$ cat config.mk
export PLATFORM = sky130hd
export DESIGN_NAME = code_entry_buffer
export DESIGN_NICKNAME = d
export VERILOG_FILES = /design/src/rtl/code_entry_buffer.sv
export SDC_FILE = /design/constraint.sdc
export NUM_CORES = 1
export LEC_CHECK = 0
export ABC_CLOCK_PERIOD_IN_PS = 4100
export CORE_ASPECT_RATIO = 1.4
export CORE_MARGIN = 1.5
export CORE_UTILIZATION = 52
export CTS_CLUSTER_DIAMETER = 120
export DETAILED_ROUTE_END_ITERATION = 10
export PLACE_DENSITY = 0.84
export RECOVER_POWER = 25
export SLEW_MARGIN = 5
export SYNTH_ARGS = -nofsm -noshare
export SYNTH_HDL_FRONTEND = slang
export SYNTH_SLANG_ARGS = --single-unit
$ cat constraint.sdc
create_clock -name clk -period 4.1 [get_ports clk]
set_clock_uncertainty 0.1 [all_clocks]
set_input_delay 1.025 -clock clk [delete_from_list [all_inputs] [get_ports clk]]
set_output_delay 1.025 -clock clk [all_outputs]
set_load 0.01 [all_outputs]
$ cat src/rtl/code_entry_buffer.sv
// Keypad code-entry buffer: collects MIN_DIGITS..MAX_DIGITS digits with backspace/enter and freezes the submitted code.
// Optional inactivity auto-clear is built when ENTRY_TIMEOUT_EN is defined.
module code_entry_buffer #(
  parameter int DIGIT_W        = 4,
  parameter int MAX_DIGITS     = 8,
  parameter int MIN_DIGITS     = 4,
  parameter int TIMEOUT_CYCLES = 1000
) (
  input  logic                                  clk,
  input  logic                                  rst,
  input  logic                                  clear_entry,
  input  logic [DIGIT_W-1:0]                    digit,
  input  logic                                  digit_valid,
  input  logic                                  backspace,
  input  logic                                  enter,
  output logic [MAX_DIGITS*DIGIT_W-1:0]         entered_code,
  output logic [$clog2(MAX_DIGITS+1)-1:0]       digit_count,
  output logic                                  code_ready,
  output logic                                  done,
  output logic                                  reject,
  output logic                                  overflow,
  output logic                                  timed_out
);

  localparam int CNT_W  = $clog2(MAX_DIGITS+1);
  localparam int CODE_W = MAX_DIGITS*DIGIT_W;
  localparam logic [CNT_W-1:0] MAX_CNT  = CNT_W'(MAX_DIGITS);
  localparam logic [CNT_W-1:0] MIN_CNT  = CNT_W'(MIN_DIGITS);
  localparam logic [CNT_W-1:0] LAST_CNT = CNT_W'(MAX_DIGITS-1);

  if (MAX_DIGITS < 2) begin : g_bad_max
    $error("MAX_DIGITS must be at least 2");
  end
  if (MIN_DIGITS < 1 || MIN_DIGITS > MAX_DIGITS) begin : g_bad_min
    $error("MIN_DIGITS must lie in 1..MAX_DIGITS");
  end
  if (TIMEOUT_CYCLES < 1) begin : g_bad_tmo
    $error("TIMEOUT_CYCLES must be at least 1");
  end

  typedef enum logic [1:0] {S_EMPTY, S_ENTRY, S_FULL, S_HOLD} state_e;
  typedef enum logic [2:0] {
    ACT_NONE, ACT_CLEAR, ACT_TIMEOUT, ACT_ACCEPT, ACT_REJECT, ACT_BACK, ACT_DIGIT, ACT_OVF
  } act_e;

  state_e              state_q, state_d;
  act_e                act;
  logic [CODE_W-1:0]   code_q, code_d;
  logic [CNT_W-1:0]    count_q, count_d;
  logic                done_q, reject_q, overflow_q;
  logic                timeout_hit;

  // Single winning action per cycle; HOLD only listens to clear_entry.
  always_comb begin
    act = ACT_NONE;
    if (clear_entry) begin
      act = ACT_CLEAR;
    end else if (state_q != S_HOLD) begin
      if (timeout_hit) begin
        act = ACT_TIMEOUT;
      end else if (enter) begin
        act = (count_q >= MIN_CNT) ? ACT_ACCEPT : ACT_REJECT;
      end else if (backspace) begin
        if (state_q != S_EMPTY) act = ACT_BACK;
      end else if (digit_valid) begin
        act = (state_q == S_FULL) ? ACT_OVF : ACT_DIGIT;
      end
    end
  end

  always_ff @(posedge clk) begin
    if (rst) state_q <= S_EMPTY;
    else     state_q <= state_d;
  end

  always_comb begin
    state_d = state_q;
    case (act)
      ACT_CLEAR, ACT_TIMEOUT, ACT_REJECT: state_d = S_EMPTY;
      ACT_ACCEPT:                         state_d = S_HOLD;
      ACT_BACK:  state_d = (count_q == CNT_W'(1)) ? S_EMPTY : S_ENTRY;
      ACT_DIGIT: state_d = (count_q == LAST_CNT) ? S_FULL : S_ENTRY;
      default:   state_d = state_q;
    endcase
  end

  always_comb begin
    code_d  = code_q;
    count_d = count_q;
    case (act)
      ACT_CLEAR, ACT_TIMEOUT, ACT_REJECT: begin
        code_d  = '0;
        count_d = '0;
      end
      ACT_DIGIT: begin
        code_d  = {code_q[CODE_W-DIGIT_W-1:0], digit};
        count_d = count_q + 1'b1;
      end
      ACT_BACK: begin
        code_d  = code_q >> DIGIT_W;
        count_d = count_q - 1'b1;
      end
      default: ;
    endcase
  end

  always_ff @(posedge clk) begin
    if (rst) begin
      code_q     <= '0;
      count_q    <= '0;
      done_q     <= 1'b0;
      reject_q   <= 1'b0;
      overflow_q <= 1'b0;
    end else begin
      code_q     <= code_d;
      count_q    <= count_d;
      done_q     <= (act == ACT_ACCEPT);
      reject_q   <= (act == ACT_REJECT);
      overflow_q <= (act == ACT_OVF);
    end
  end

`ifdef ENTRY_TIMEOUT_EN
  localparam int TMR_W = (TIMEOUT_CYCLES > 1) ? $clog2(TIMEOUT_CYCLES) : 1;
  localparam logic [TMR_W-1:0] TMR_LAST = TMR_W'(TIMEOUT_CYCLES-1);

  logic [TMR_W-1:0] timer_q, timer_d;
  logic             timed_out_q;

  // Timer value = idle edges since the last key action; expiry lands TIMEOUT_CYCLES edges after it.
  assign timeout_hit = ((state_q == S_ENTRY) || (state_q == S_FULL)) && (timer_q == TMR_LAST);

  always_comb begin
    timer_d = '0;
    if (((state_d == S_ENTRY) || (state_d == S_FULL)) &&
        !((act == ACT_DIGIT) || (act == ACT_BACK) || (act == ACT_OVF)))
      timer_d = timer_q + 1'b1;
  end

  always_ff @(posedge clk) begin
    if (rst) begin
      timer_q     <= '0;
      timed_out_q <= 1'b0;
    end else begin
      timer_q     <= timer_d;
      timed_out_q <= (act == ACT_TIMEOUT);
    end
  end

  assign timed_out = timed_out_q;
`else
  assign timeout_hit = 1'b0;
  assign timed_out   = 1'b0;
`endif

  always_comb begin
    entered_code = code_q;
    digit_count  = count_q;
    code_ready   = (state_q == S_HOLD);
    done         = done_q;
    reject       = reject_q;
    overflow     = overflow_q;
  end

endmodule
[Word-level counts from Yosys, hierarchy flattened]
Index checks and enable logic that the tools add are counted.
Word-level totals
  flip-flop bits (word level): 41
  input port bits: 10
  output and inout bits: 41
  word-level logic and storage cells: 38
Operators by class
  $add $sub $neg: 2
  magnitude comparators: 1
  equal/unequal tests: 12
  mux-type cells: 13
  reductions and logical operators: 4
Operators with widths (count)
  $pmux 32 s3: 1
  $mux 3: 7
  $eq 3x3->1 const B: 4
  $pmux 4 s3: 1
  $pmux 2 s4: 1
  $eq 3x2->1 const B: 2
  $add 4x1->4 const B: 1
  $eq 2x2->1 const B: 2
  $eq 4x1->1 const B: 1
  $eq 4x3->1 const B: 1
  $ge 4x3->1 const B: 1
  $reduce_bool 4->1: 1
  $sub 4x1->4 const B: 1
  $eq 3x1->1 const B: 1
  $reduce_bool 3->1: 1
  $reduce_or 3->1: 1
  $mux 1: 2
  $mux 2: 1
  $ne 2x2->1 const B: 1
  $reduce_bool 2->1: 1

[Depth between registers and ports, before layout]
Gate-level depths: netlist of run 1.
  depth in word-level cells: 10
  mapped depth: 7

[Worst setup path before layout of run 1]
No wires, ideal clock.
  path type: input -> register
  from: input port enter
  to: register count_q[0] (netlist: digit_count[0])
  library setup time: 70 ps
  arrival: 2247 ps
  setup slack: 1683 ps
  stages on the path: 7
  path buffers: 3
  path through: buf_4 > or4b_1 > nand3_4 > buf_6 > buf_6 > o211ai_1 > a21oi_1
Between the ends
  cells in the longest elaborated chain, start to end: 6
Ends and longest elaborated chain
  from (decl): line 15  | input logic enter,
  $mux 3 (*): line 61  | end else if (enter) begin
  $mux 3 (*): line 58  | end else if (state_q != S_HOLD) begin
  $mux 3 (*): line 56  | if (clear_entry) begin
  $eq 3x3->1, or another cell as far along: line 90  | case (act)
  $reduce_or 3->1: line 90
  $pmux 4 s3 or $reduce_bool 3->1 (tied branches)
  to (signal assigned): line 116  | count_q <= count_d;
  to (decl): line 49  | logic [CNT_W-1:0] count_q, count_d;
Mark *: on every way between the ends. The rest lies on a longest branch, timed or not.
A chain may end at the register's enable or synchronous reset.

[Worst setup path in the final report of run 1]
  from: input port enter
  to: register state_q[0]
Between the ends
  cells in the longest elaborated chain, start to end: 6
Ends and longest elaborated chain
  $mux 3 (*): line 61
  $mux 3 (*): line 58
  $mux 3 (*): line 56
  $eq 3x3->1, or another cell as far along: line 78  | case (act)
  $reduce_or 3->1: line 78
  $pmux 2 s4 or $reduce_bool 4->1 (tied branches)
  to (signal assigned): line 73  | else state_q <= state_d;
  to (decl): line 46  | state_e state_q, state_d;
Marked as above.

==> results of run 1 <==
==> flip-flops by register name (all words and copies together) (netlist names) <==
name          cells
reject            1
state_q           2
digit_count       4
overflow          1
done              1
entered_code     32
==> power groups by stage <==
| stage | Combinational, uW | Clock, uW | Sequential [uW] |
|---|---|---|---|
| final | 57.5 | 316 | 401 |
| after global routing | 61.5 | 334 | 401 |
| after CTS | 57.3 | 318 | 401 |
| after detailed placement | 57.1 | 0 | 411 |
| after global placement | 56.6 | 0 | 411 |
| after floorplan | 38.6 | 0 | 411 |
==> cells in the final DEF (no fill, tap or decap), types with 2 or more instances in the layout <==
| cell | n |
|---|---|
| a211oi_1 | 2 |
| a21oi_1 | 35 |
| a22oi_1 | 28 |
| a31oi_1 | 3 |
| buf_4 | 7 |
| clkbuf_8 | 5 |
| clkdlybuf4s50_1 | 29 |
| dfxtp_1 | 41 |
| dlygate4sd3_1 | 20 |
| ha_1 | 3 |
| inv_1 | 5 |
| nand2_1 | 10 |
| nand3_1 | 3 |
| nor2_1 | 5 |
| nor2b_1 | 2 |
| nor3_1 | 2 |
| o211ai_1 | 38 |
| o21ai_0 | 4 |
| xor2_1 | 2 |
==> per-stage QoR <==
step	hold slack [ns]	setup slack (ns)
2_1_floorplan	0.401	1.68
3_3_place_gp	0.380	0.856
3_5_place_dp	0.404	0.820
4_1_cts	0.417	1.13
5_1_grt	0.428	1.00
6_report	0.407	1.11
==> worst min-delay path by stage <==
stage / slack (ns) / start / depth (start not counted) / endpoint
2_1_floorplan: 0.40 / entered_code[24]$_SDFFE_PP0P_ / 2 / entered_code[28]$_SDFFE_PP0P_
3_3_place_gp: 0.38 / entered_code[26]$_SDFFE_PP0P_ / 2 / entered_code[30]$_SDFFE_PP0P_
3_5_place_dp: 0.40 / entered_code[24]$_SDFFE_PP0P_ / 2 / entered_code[28]$_SDFFE_PP0P_
4_1_cts: 0.42 / entered_code[24]$_SDFFE_PP0P_ / 2 / entered_code[28]$_SDFFE_PP0P_
5_1_grt: 0.43 / entered_code[24]$_SDFFE_PP0P_ / 2 / entered_code[28]$_SDFFE_PP0P_
6_report: 0.41 / entered_code[24]$_SDFFE_PP0P_ / 2 / entered_code[28]$_SDFFE_PP0P_
==> logic make-up (layout without fill, tap and decap cells) <==
family	after synthesis	count (layout)	synth area share (%)
and+or+nand+nor	30	30	9.30
muxes	1	1	0.493
xor gates and xnor gates	3	3	1.29
other	1	1	0.185
DFF	41	41	40.4
adders and majority gates	3	3	1.85
AOI/OAI and AO/OA	115	115	38.4
buffers and inverters	32	68	8.07
==> layer usage <==
metal | routed length (um) | GRT usage [%] | vias to the layer above | share of wire (%)
met5 | 0 | 0 | - | 0
met4 | 72 | 10.7 | 0 | 1.4
met3 | 244 | 5.06 | 7 | 4.7
met2 | 2700 | 41.1 | 64 | 52
met1 | 2160 | 29.3 | 921 | 42
li1 | - | - | 929 | -
==> final cells by class <==
cell class,instances,area share (%)
clock buffer,5,2.66
clock inverter,2,1.35
inverter,5,0.725
multi-input combinational,153,40.6
sequential,41,31.7
tap,42,2.03
timing repair buffer,56,21.0
==> critical path, cell delays in order <==
cell,delay [ns]
clkdlybuf4s50_1,0.59
or4b_1,0.60
nand3_4,0.22
buf_4,0.31
nand3_1,0.16
a41oi_1,0.21
==> results.ini, run 1 <==
[floorplanning]
rows = 26
core_area_um2 = 3710
ios = 51
die_area_um2 = 4290
die_h_um = 76.9
start_util_pct = 54.8
fp.dieW_um = 55.8

[logic_synthesis]
yosysTopAreaCellShare_pct = 40.4
ys.flop_type = dfxtp_1
async_flop_share_pct = 0
syn-cell-area_um2 = 2030
syn_inst = 226
yosys_register_bits = 41
synthTopCellsByArea = dfxtp_1 (40%), o211ai_1 (14%), a22oi_1 (10%)
yosysMostFrequentCell = dfxtp_1
yosysWarningCount = 0
syn_nets = 239
synth-seq-area-share_pct = 40.4
ys_types = 35
synth_edf_count = 0
avgSynthCellArea_um2 = 8.99
synth_top_cell_by_area = dfxtp_1
ys_top_cells_by_count = dfxtp_1 (41), o211ai_1 (38), a21oi_1 (35), a22oi_1 (28), clkbuf_1 (13)

[grt]
grt_max_degree = 41
overflow = 0
antenna_found_initial = 0
grt_pass1_vias = 1785
grt_pass1_wl_um = 8510
grt_usage_pct = 24.2

[detailed_routing]
vias = 1921
drt_wl_total_um = 5170
vias_per_cell = 6.32
wl_per_cell_um = 17.0
ant_nets = 0
drc = 0
drt_pass1_iterations = 4
dr.first_iter.drc_count = 98

[cts]
cts_tree = built
cts_resized = 0
cts_buffers = 5
cts_num_sinks = 41
cts-root-buf = clkbuf_8
postCtsHoldBufs = 0
clk_pin_slew_ns = 0.08
clockBufferDepth = 2
clk_latency_ns = 0.29
post-cts-setup-buffers = 0
htreeDepth = 2

[placed_design]
io_buffer_count = 49
dpl.hpwl_um = 3270
postPlaceCellArea_um2 = 2480
place.gp.congestion = 0.805
dp.cells = 297

[pwr]
clkPwrFrac_pct = 40.8
p_per_area_nw_per_um2 = 299
pwr-share-seq_pct = 51.8
pwr-share-comb_pct = 7.4
power_leakage_uw = 0.000859
p_int_uw = 597
vdd_drop_max_uv = 311
p_sw_uw = 177
swShare_pct = 22.9
totalPowerFinal_uw = 774

[critical_path]
cp-end-kind = flop
worstReg2RegEnd = state_q[0]$_SDFFE_PP0P_
critPathRequiredTime_ns = 4.21
cp.arrival_ns = 3.11
critPathLaunchType = primary input
reg2reg_from = state_q[1]$_SDFFE_PP0P_
endpoint = state_q[0]$_SDFFE_PP0P_
r2r_cells = 5
worstSetupStartpoint = enter
timing.critical_path.fanout_max = 24
r2r_setup_slack_ns = 2.05
worstSetupPathType = primary input to flop

[cells_and_area]
fill_cells = 318
num_antenna_cells = 0
layout.nets = 275
fin_area_um2 = 2590
drive_gt1_share_pct = 8.02
area_growth_pct = 27.5
multiInputGateArea_um2 = 1050
post-route-util_pct = 69.8
instances_no_fill = 304
ff_latch_area_um2 = 821

[sta]
worst_pin_slew_ns = 0.522
min_period_ns = 2.99
fin_tns_setup_ns = 0
finalCritPeriodShare_pct = 73.0
setup_violations = 0
rsz0062_at_grt = false
max_freq_ghz = 0.334
slew_headroom_pct = 65.2
finalMaxSlewViolations = 0
hold_viol_final = 0

[run]
maxCapViolations = 0

[outcome]
outcome = finished clean

[worst_hold_path]
hold_class = flop to flop

Power figures use the tool's default switching activity.
==> run 2, diff against run 1 <==
ABC_CLOCK_PERIOD_IN_PS = 2510   (was 4100)
CORE_UTILIZATION = 44   (was 52)
PLACE_DENSITY = 0.76   (was 0.84)
clock period = 2.51 ns   (was 4.1 ns; I/O delays follow)
==> run 2 against run 1 <==
  * Worst setup slack lost 0.95 ns
  * Power grew 69%
  * Critical path type is now flop to output pin
  * Global-route usage decreased by 2.1 points
  * Sequential power increased by 63%
  * Hold slack worse by 0.019 ns
  * Clock power grew 74%
  * Combinational power increased by 86%
  * Non-clock buffer count is 6 higher
  * Sequential cell count stayed put
==> results.ini, run 2 (synthesized netlist as in run 1, its figures left out) <==
[cells_and_area]
largest_reg_flops = 32  ; unchanged
final_common_cell = dfxtp_1
drive_gt1_share_pct = 10.0  ; +2.0 points
area_growth_pct = 33.4
final_cell_mix = dfxtp_1 (41), o211ai_1 (38), a21oi_1 (35)
layout.nets = 281  ; +2.2%
num_antenna_cells = 0  ; unchanged

[critical_path]
worstReg2RegEnd = overflow$_SDFF_PP0_
max_stage_delay_ns = 0.55  ; -0.05 ns
slowest_stage = clkdlybuf4s50_1
timing.critical_path.fanout_max = 6  ; -75%
reg2reg_from = digit_count[2]$_SDFFE_PP0P_
critPathRequiredTime_ns = 1.78  ; -2.43 ns
r2r_cells = 4  ; -1
cp-end-kind = output pin
worstPathCellList = nand2_1 -> inv_1 -> clkdlybuf4s50_1
r2r_setup_slack_ns = 0.63  ; -1.42 ns
critPathLaunchType = flop
worstSetupPathType = flop to output pin
cp.arrival_ns = 1.63  ; -1.48 ns

[detailed_routing]
ant_nets = 0  ; unchanged
drc = 0  ; unchanged
dr.first_iter.drc_count = 143  ; +46%
wl_per_cell_um = 16.1  ; -5.3%
drt_wl_total_um = 5330  ; +3.1%
vias_per_cell = 6.03  ; -4.6%
vias = 1995  ; +3.9%
drt_pass1_iterations = 4  ; unchanged

[cts]
cts_buffers = 5  ; unchanged
clk_pin_slew_ns = 0.08  ; about the same
cts_resized = 0  ; unchanged
htreeDepth = 2  ; unchanged
clockBufferDepth = 2  ; unchanged
post-cts-setup-buffers = 0  ; unchanged
clk_latency_ns = 0.29  ; about the same
cts_num_sinks = 41  ; unchanged
cts_tree = built
postCtsHoldBufs = 0  ; unchanged
cts-root-buf = clkbuf_8

[pwr]
vdd_drop_max_uv = 309  ; -0.50%
p_per_area_nw_per_um2 = 484  ; +62%
power_leakage_uw = 0.000902  ; +5.0%

[outcome]
outcome = finished clean

[grt]
overflow = 0  ; unchanged
grt_usage_pct = 22.1  ; -2.1 points
grt_pass1_vias = 1855  ; +3.9%
antenna_found_initial = 0  ; unchanged
grt_max_degree = 40  ; -2.4%
grt_pass1_wl_um = 8810  ; +3.6%

[sta]
finalMaxSlewViolations = 0  ; unchanged
setup_ws_ns = 0.154  ; -0.955 ns
fin_tns_setup_ns = 0  ; unchanged
setup_violations = 0  ; unchanged
hold_viol_final = 0  ; unchanged
finalCritPeriodShare_pct = 93.9
max_freq_ghz = 0.424
min_period_ns = 2.36
rsz0062_at_grt = false

[placed_design]
dpl.hpwl_um = 3360  ; +2.6%
io_buffer_count = 49  ; unchanged
place.gp.congestion = 0.805  ; about the same
post-place-ws_ns = 0.00585  ; -0.814 ns

[floorplanning]
start_util_pct = 45.1  ; -9.6 points
fp.dieW_um = 60.4  ; +8.2%
rows = 29  ; +12%
die_area_um2 = 5040  ; +17%
die_h_um = 83.4  ; +8.4%
core_area_um2 = 4500  ; +21%
ios = 51  ; unchanged

[worst_hold_path]
hold_path.startpoint = entered_code[26]$_SDFFE_PP0P_
hold_class = flop to flop
min_path_cells = 2  ; unchanged
whs_endpoint = entered_code[30]$_SDFFE_PP0P_

[run]
maxCapViolations = 0  ; unchanged

run 2: how the worst max path moves through the flow:
| stage | from | end | depth (start not counted) |
|---|---|---|---|
| after global routing | state_q[1]$_SDFFE_PP0P_ | code_ready | 3 |
| after floorplan | enter | digit_count[0]$_SDFFE_PP0P_ | 7 |
| after CTS | state_q[1]$_SDFFE_PP0P_ | code_ready | 3 |
| after global placement | enter | overflow$_SDFF_PP0_ | 6 |
| after detailed placement | enter | overflow$_SDFF_PP0_ | 6 |
| final | state_q[1]$_SDFFE_PP0P_ | code_ready | 3 |
run 2: where the power goes:
part	internal (uW)	switching [uW]
logic	42.3	65.1
clock network	324	224
registers	653	2.74
total	1020	292
run 2: area by class of cell:
cell class                      instances  area [um^2]
Inverter                                5         18.8
Sequential cell                        41          821
Clock buffer                            7         86.3
Multi-Input combinational cell        153         1050
Clock inverter                          1         30.0
Tap cell                               62         77.6
Timing Repair Buffer                   62          626
Fill cell                             413         1790
run 2: through the flow:
step / util, % / power [uW] / cells / hold WS, ns / cell area (um^2)
6_report: 60.2 / 1310 / 331 / 0.388 / 2710
5_1_grt: 60.2 / 1360 / 331 / 0.412 / 2710
4_1_cts: 60.2 / 1320 / 331 / 0.392 / 2710
3_5_place_dp: 57.6 / 776 / 323 / 0.387 / 2590
3_3_place_gp: 57.6 / 775 / 323 / 0.378 / 2590
2_1_floorplan: - / 734 / 226 / 0.401 / 2030
run 2: layer usage:
layer	GRT usage [%]	share of wire [%]	up-vias
met5	0	0	-
met4	8.30	2.0	0
met3	3.89	4.3	10
met2	34.2	50	67
met1	30.2	44	975
li1	-	-	943
run 2: critical path: cells and delay by family (launching register included):
kind	cells	cell delay [ns]
buf+inv	2	0.70
flops	1	0.46
simple gates	1	0.18
==> run 3, diff against run 2 <==
ABC_CLOCK_PERIOD_IN_PS = not set   (was 2510)
CORE_UTILIZATION = 52   (was 44)
PLACE_DENSITY = 0.84   (was 0.76)
SKIP_CTS_REPAIR_TIMING = 1   (was not set)
clock period = 3 ns   (was 2.51 ns; I/O delays follow)
==> run 3 against run 2 <==
  * Combinational power shrank 21%
  * Wire length decreased by 2.9%
  * Global-route usage grew 1.4 points
  * Critical path depth stayed put
  * First-iteration DRC count fell by 2.8%
  * Non-clock buffer count shrank 4
  * Cell count fell by 7.6%
  * Critical path type unchanged
  * Largest power group unchanged
==> results.ini, run 3 (synthesized netlist as in run 1, its figures left out) <==
[outcome]
outcome = finished clean

[cells_and_area]
final_common_cell = dfxtp_1
num_antenna_cells = 0  ; unchanged
final_cell_mix = dfxtp_1 (41), o211ai_1 (38), a21oi_1 (35)
drive_gt1_share_pct = 8.33  ; -1.7 points
layout.nets = 277  ; -1.4%
fin_area_um2 = 2600  ; -4.1%
fill_cells = 299  ; -28%
post-route-util_pct = 70.1  ; +9.9 points
area_growth_pct = 28.0
largest_reg_flops = 32  ; unchanged

[cts]
cts-root-buf = clkbuf_8
htreeDepth = 2  ; unchanged
cts_tree = built
cts_num_sinks = 41  ; unchanged
clk_latency_ns = 0.29  ; about the same
cts_buffers = 5  ; unchanged
clk_pin_slew_ns = 0.08  ; about the same
clockBufferDepth = 2  ; unchanged

[critical_path]
cp-end-kind = output pin
crit_buf_inv = 2  ; unchanged
max_stage_delay_ns = 0.55  ; about the same
cp.arrival_ns = 1.65  ; +0.02 ns
critPathLaunchType = flop
timing.critical_path.fanout_max = 6  ; unchanged
slowest_stage = clkdlybuf4s50_1
critPathRequiredTime_ns = 2.15  ; +0.37 ns
worst_path_dominant_cell_family = buffers and inverters
worstPathCellList = nand2_1 -> inv_1 -> clkdlybuf4s50_1
worstSetupPathType = flop to output pin

[pwr]
totalPowerFinal_uw = 998  ; -24%
power_leakage_uw = 0.000863  ; -4.3%
pwr-share-seq_pct = 54.9  ; +4.9 points
vdd_drop_max_uv = 347  ; +12%
clkPwrFrac_pct = 36.6  ; -5.2 points
swShare_pct = 23.9  ; +1.6 points
p_per_area_nw_per_um2 = 384  ; -21%
p_int_uw = 760  ; -25%
pwr-share-comb_pct = 8.4  ; +0.2 points
p_sw_uw = 238  ; -18%

[placed_design]
place.gp.congestion = 0.846  ; +5.1%
post-place-ws_ns = 0.258  ; +0.253 ns
postPlaceCellArea_um2 = 2510  ; -3.1%
io_buffer_count = 49  ; unchanged
dpl.hpwl_um = 3290  ; -2.1%

[run]
maxCapViolations = 0  ; unchanged

[floorplanning]
fp.dieW_um = 55.8  ; -7.6%
die_area_um2 = 4290  ; -15%
die_h_um = 76.9  ; -7.7%
start_util_pct = 54.8  ; +9.6 points
ios = 51  ; unchanged
rows = 26  ; -10%
core_area_um2 = 3710  ; -18%

[detailed_routing]
ant_nets = 0  ; unchanged
vias = 1963  ; -1.6%
vias_per_cell = 6.42  ; +6.4%
drt_pass1_iterations = 5  ; +1
drc = 0  ; unchanged
dr.first_iter.drc_count = 139  ; -2.8%
drt_wl_total_um = 5180  ; -2.9%
wl_per_cell_um = 16.9  ; +5.1%

[sta]
setup_ws_ns = 0.503  ; +0.349 ns
min_period_ns = 2.50
max_freq_ghz = 0.400
hold_viol_final = 0  ; unchanged
fin_tns_setup_ns = 0  ; unchanged
finalCritPeriodShare_pct = 83.2
finalMaxSlewViolations = 0  ; unchanged
rsz0062_at_grt = false
setup_violations = 0  ; unchanged

[grt]
grt_pass1_wl_um = 8300  ; -5.8%
grt_pass1_vias = 1724  ; -7.1%
overflow = 0  ; unchanged
antenna_found_initial = 0  ; unchanged
grt_max_degree = 40  ; unchanged
grt_usage_pct = 23.5  ; +1.4 points

[worst_hold_path]
hold_class = flop to flop

[run 3: power groups by stage]
stage,combinational [uW],clock (uW),sequential (uW)
floorplan,52.7,0,561
global placement,81.8,0,561
detailed placement,82.2,0,561
CTS,83.2,370,548
global route,88.6,388,548
finish,84.0,366,548
[run 3: final timing paths]
check | cells after the start | slack (ns) | from | end
worst min-delay path | 2 | 0.39 | entered_code[26]$_SDFFE_PP0P_ | entered_code[30]$_SDFFE_PP0P_
worst max register to register | 4 | 1.06 | digit_count[2]$_SDFFE_PP0P_ | overflow$_SDFF_PP0_
worst max-delay path | 3 | 0.50 | state_q[1]$_SDFFE_PP0P_ | code_ready
worst min register to register | 2 | 0.39 | entered_code[26]$_SDFFE_PP0P_ | entered_code[30]$_SDFFE_PP0P_
[run 3: stage by stage]
stage | cells | hold slack (ns)
2_1_floorplan | 226 | 0.401
3_3_place_gp | 299 | 0.376
3_5_place_dp | 299 | 0.383
4_1_cts | 306 | 0.393
5_1_grt | 306 | 0.411
6_report | 306 | 0.389
[run 3: layer usage]
layer  GRT usage (%)  part of all wire, %  up-vias
met5               0                    0        -
met4            7.62                  1.4        0
met3            4.38                  7.1        8
met2            39.3                   50       90
met1            30.3                   41      932
li1                -                    -      933
[run 3: worst min-delay path, stage by stage, from the launching register on]
cell and delay, ns:
dfxtp_1 0.34, nand2_1 0.06, a21oi_1 0.05
[run 3: layout make-up]
type	instances	area, um^2	area share (%)
clock buffer	7	86.3	3.32
inverter	5	18.8	0.722
multi-input combinational	153	1050	40.4
sequential	41	821	31.6
tap	42	52.6	2.02
timing repair buffer	58	571	22.0
==> RTL change 1: new RTL, config.mk and constraints of run 1 <==
One comparison of `count_q` changes from == to >=.
--- a/src/rtl/code_entry_buffer.sv
+++ b/src/rtl/code_entry_buffer.sv
@@ -81,3 +81,3 @@
       ACT_BACK:  state_d = (count_q == CNT_W'(1)) ? S_EMPTY : S_ENTRY;
-      ACT_DIGIT: state_d = (count_q == LAST_CNT) ? S_FULL : S_ENTRY;
+      ACT_DIGIT: state_d = (count_q >= LAST_CNT) ? S_FULL : S_ENTRY;
       default:   state_d = state_q;
Function: same outputs for any inputs over 10 cycles, from zero or initial values and one cycle with rst high; that may be too few to reach the edited logic, so the function may still have changed.
==> RTL change 1 against run 1 <==
Power shrank 4.8%; largest cell class unchanged; highest routed layer unchanged; synthesized area down 3.3%; final area down 4.2%; routed wire length shrank 11%; setup slack got worse by 41 ps; worst hold slack got worse by 9.7 ps; sequential cell count stayed put.
==> RTL change 1: results (changes against run 1) <==
| Metric | Value | Unit | vs run 1 |
|:---|:---|:---|:---|
| Most frequent cells after synthesis | dfxtp_1 (41), a22oi_1 (28), o2bb2ai_1 (20), o2bb2ai_2 (10), buf_6 (7) | - | was dfxtp_1 (41), o211ai_1 (38), a21oi_1 (35), a22oi_1 (28), clkbuf_1 (13) |
| Instance area at placement | 0.00238 | sq mm | was 0.00248 sq mm |
| Sequential share of the synthesized area | 41.8 | % | was 40.4% |
| Global Route met3 Usage | 4.71 | % | was 5.06% |
| Vias in the first global route | 1,451 | - | was 1,785 |
| Normalized max-slew margin | 51.3 | % | was 65.2% |
| Largest net degree at the start of global routing | 35 | - | was 41 |
| Net total in the final layout | 232 | - | was 275 |
| VDD IR-drop max | 0.000309 | V | was 0.000311 V |
| Sw Pwr | 0.177 | mW | about the same |
| Met2 demand-to-capacity share in global routing | 35.3 | % | was 41.1% |
| Vias per Instance | 6.32 | - | about the same |
| Metal1 wirelength | 2.03 | mm | was 2.16 mm |
| Arrival time reported for the critical path endpoint | 3130 | ps | was 3110 ps |
| Global placer's final weighted congestion | 0.823 | - | was 0.805 |
| Synth area leaders | dfxtp_1 (42%), a22oi_1 (11%), o2bb2ai_1 (8.9%), o2bb2ai_2 (7.6%), buf_6 (4.0%) | - | was dfxtp_1 (40%), o211ai_1 (14%), a22oi_1 (10%), a21oi_1 (8.6%), clkbuf_1 (2.4%) |
| Maximum fanout count along the critical path | 34 | - | was 24 |
| Total Wirelength | 4.61 | mm | was 5.17 mm |
| Static Leak | 0.874 | nW | was 0.859 nW |
| Worst Hold Depth | 1 | - | was 2 |
| Wire length of the first global-routing pass | 7.02 | mm | was 8.51 mm |
| Fraction of final layout cells sized beyond drive strength 1 | 11.8 | % | was 8.02% |
| Capture instance of the worst register-to-register path | entered_code[30] | - | was state_q[0] |
| End point of the critical path | digit_count[3] | - | was state_q[0] |
| Metal2 WL | 2.31 | mm | was 2.70 mm |
| Clock power frac | 37.8 | % | was 40.8% |
| Status | complete, no violations | - | unchanged |
| Post-Syn Nets | 192 | - | was 239 |
| Wire length on met3 | 180 | um | was 244 um |
| Total half-perimeter wirelength after legalization and detailed placement | 3.08 | mm | was 3.27 mm |
| Critical Path Slowest Stage Cell | dlygate4sd3_1 | - | was or4b_1 |
==> RTL change 1: changes by cell type after synthesis, moves of 4 or more <==
cell	before	now
o211ai_1	38	0
a21oi_1	35	3
o2bb2ai_1	0	20
o2bb2ai_2	0	10
clkbuf_1	13	4
nand2_1	10	2
a221oi_1	0	4
a22o_1	0	4
buf_2	8	4
buf_6	3	7
==> RTL change 1: worst register-to-register path: stages, from the launching register on <==
cell and delay [ps]:
dfxtp_1 640, nor4bb_1 310, o211a_2 260, o21a_1 110, buf_4 360, a22o_1 210
==> RTL change 1: cells by family after synthesis <==
kind of cell / Yosys count / synth area share [%]
other cells: 1 / 0.191
flops: 41 / 41.8
fa+ha+maj: 3 / 1.91
compound gates: 83 / 37.2
xor+xnor: 1 / 0.446
buf+inv: 22 / 7.90
simple gates: 26 / 9.56
mux: 2 / 1.02
==> RTL change 1: worst min-delay path by stage <==
stage	from	end	slack (ps)
finish	entered_code[0]	entered_code[0]	400
global route	entered_code[0]	entered_code[0]	420
CTS	entered_code[1]	entered_code[1]	400
detailed placement	entered_code[30]	entered_code[30]	390
global placement	entered_code[1]	entered_code[1]	370
floorplan	entered_code[0]	entered_code[0]	410
==> RTL change 1: final cells by class <==
type / count / area (sq um)
Tap cell: 42 / 52.6
Inverter: 3 / 11.3
Timing Repair Buffer: 52 / 513
Fill cell: 303 / 1160
Multi-Input combinational cell: 116 / 987
Clock inverter: 2 / 13.8
Sequential cell: 41 / 821
Clock buffer: 6 / 82.6
==> RTL change 1: stage by stage <==
stage / power [mW] / setup slack [ps] / std cells
after floorplan: 0.451 / 1720 / 179
after global placement: 0.465 / 967 / 254
after detailed placement: 0.467 / 881 / 254
after CTS: 0.741 / 1170 / 262
after global routing: 0.762 / 937 / 262
final: 0.737 / 1070 / 262
==> RTL change 2: new RTL, flow settings as in run 1 <==
Without the edit above. The parameter `DIGIT_W` goes from 4 to 6.
--- a/src/rtl/code_entry_buffer.sv
+++ b/src/rtl/code_entry_buffer.sv
@@ -3,3 +3,3 @@
 module code_entry_buffer #(
-  parameter int DIGIT_W        = 4,
+  parameter int DIGIT_W        = 6,
   parameter int MAX_DIGITS     = 8,
Ports: changed (resized digit and entered_code); port bits go from 51 to 69. The function was not compared with the original's and may differ.
==> RTL change 2 against run 1 <==
Final area is 33% higher; sequential cell count is 16 higher; synthesized cell count is 33% higher; count of clock-buffer cells in the layout is 6 higher; sequential share of layout area is 1.5 points higher; non-clock buffer count is 15 higher; setup slack worse by 190 ps; power is 58% higher; first-iteration DRC count grew to 2.9 times the old value; routed wire length is 32% higher; synthesized area is 26% higher; largest cell class unchanged; highest routed layer unchanged.
==> RTL change 2: results (changes against run 1) <==
| Metric | Value | Unit | vs run 1 |
|:---|:---|:---|:---|
| Status | complete, no violations | - | unchanged |
| Cells on worst reg2reg path | 6 | - | was 5 |
| Clock-pin slew of the registers on the worst-case setup and hold paths | 60 | ps | was 80 ps |
| Slew of the pin with the lowest slew margin | 1040 | ps | was 522 ps |
| Sequential share of the synthesized area | 44.7 | % | was 40.4% |
| Capture instance of the worst register-to-register path | digit_count[0] | - | was state_q[0] |
| Number of port buffers | 67 | - | was 49 |
| H-tree levels | 3 | - | was 2 |
| Adder-Cell Fraction of Synth Area | 1.86 | % | was 1.85% |
| Worst slack, placed | 681 | ps | was 820 ps |
| Internal reg-to-reg setup slack | 1820 | ps | was 2050 ps |
| VDD IR-drop max | 0.000273 | V | was 0.000311 V |
| Met2 demand-to-capacity share in global routing | 43.3 | % | was 41.1% |
| Net total in the final layout | 367 | - | was 275 |
| Overall routing resource usage | 25.4 | % | was 24.2% |
| Vias in the first global route | 2,255 | - | was 1,785 |
| Total Wirelength | 6.84 | mm | was 5.17 mm |
| Unique masters post-synth | 43 | - | was 35 |
| Global Route met3 Usage | 6.96 | % | was 5.06% |
| Violation count after the first detailed-routing iteration | 287 | - | was 98 |
| Static Leak | 1.16 | nW | was 0.859 nW |
| Fraction of final layout cells sized beyond drive strength 1 | 7.28 | % | was 8.02% |
| Clock latency at the later pin of the worst-skew pair | 330 | ps | was 290 ps |
| Total iterations of the first detailed-routing run | 6 | - | was 4 |
| Global placer's final weighted congestion | 0.818 | - | was 0.805 |
| Most frequent cells after synthesis | dfxtp_1 (57), a21oi_1 (53), o21ai_0 (50), a22oi_1 (42), clkbuf_1 (22) | - | was dfxtp_1 (41), o211ai_1 (38), a21oi_1 (35), a22oi_1 (28), clkbuf_1 (13) |
| Total number of vias | 2,575 | - | was 1,921 |
| Synth area leaders | dfxtp_1 (45%), a22oi_1 (12%), a21oi_1 (10%), o21ai_0 (9.8%), clkbuf_1 (3.2%) | - | was dfxtp_1 (40%), o211ai_1 (14%), a22oi_1 (10%), a21oi_1 (8.6%), clkbuf_1 (2.4%) |
| Share of the synthesized netlist area taken by xor and xnor gates | 0.687 | % | was 1.29% |
| Fraction of the mapped netlist area in compound gates | 37.9 | % | was 38.4% |
| Maximum fanout count along the critical path | 55 | - | was 24 |
| Number of flip-flops in the largest register | 48 | - | was 32 |
RTL change 2: logic make-up after synthesis:
| group | after synthesis |
|---|---|
| compound gates | 161 |
| flops | 57 |
| simple gates | 42 |
| buf+inv | 34 |
| fa+ha+maj | 4 |
| xor+xnor | 2 |
| other cells | 1 |
RTL change 2: worst max-delay path by stage:
stage	start	endpoint	slack [ps]
floorplan	enter	entered_code[30]	1470
global placement	enter	digit_count[0]	760
detailed placement	enter	digit_count[0]	680
CTS	enter	digit_count[0]	1030
global route	enter	digit_count[0]	780
finish	enter	digit_count[0]	920
RTL change 2: layout make-up:
cell class | instances | area [sq um]
clock buffers | 11 | 141
clock inverters | 5 | 78.8
fillers | 383 | 1330
inverters | 3 | 11.3
multi-input cells | 210 | 1280
flip-flops and latches | 57 | 1140
well taps | 64 | 80.1
repair buffers | 71 | 708
RTL change 2: routing by layer:
layer  share of wire [%]  wire, um  up-vias
met4                 1.6       110        0
li1                    -         -     1229
met1                  42      2850     1235
met5                   0         0        -
met2                  51      3490       99
met3                 5.6       386       12
RTL change 2: metrics by stage:
step / instances / instance area [sq um]
floorplan: 301 / 2550
global placement: 405 / 3220
detailed placement: 405 / 3220
CTS: 421 / 3440
global route: 421 / 3440
finish: 421 / 3440
RTL change 2: worst max-delay path: stages:
cell and delay, ps:
dlygate4sd3_1 720, inv_1 150, and2_1 210, a2111oi_4 320
buf_4 460, nor2_1 120, a221oi_1 280
RTL change 2: power breakdown:
group	switching, mW	total [mW]	internal (mW)
clock	0.221	0.579	0.358
combinational	0.0521	0.0810	0.0289
sequential	0.00535	0.563	0.557
total	0.278	1.22	0.944
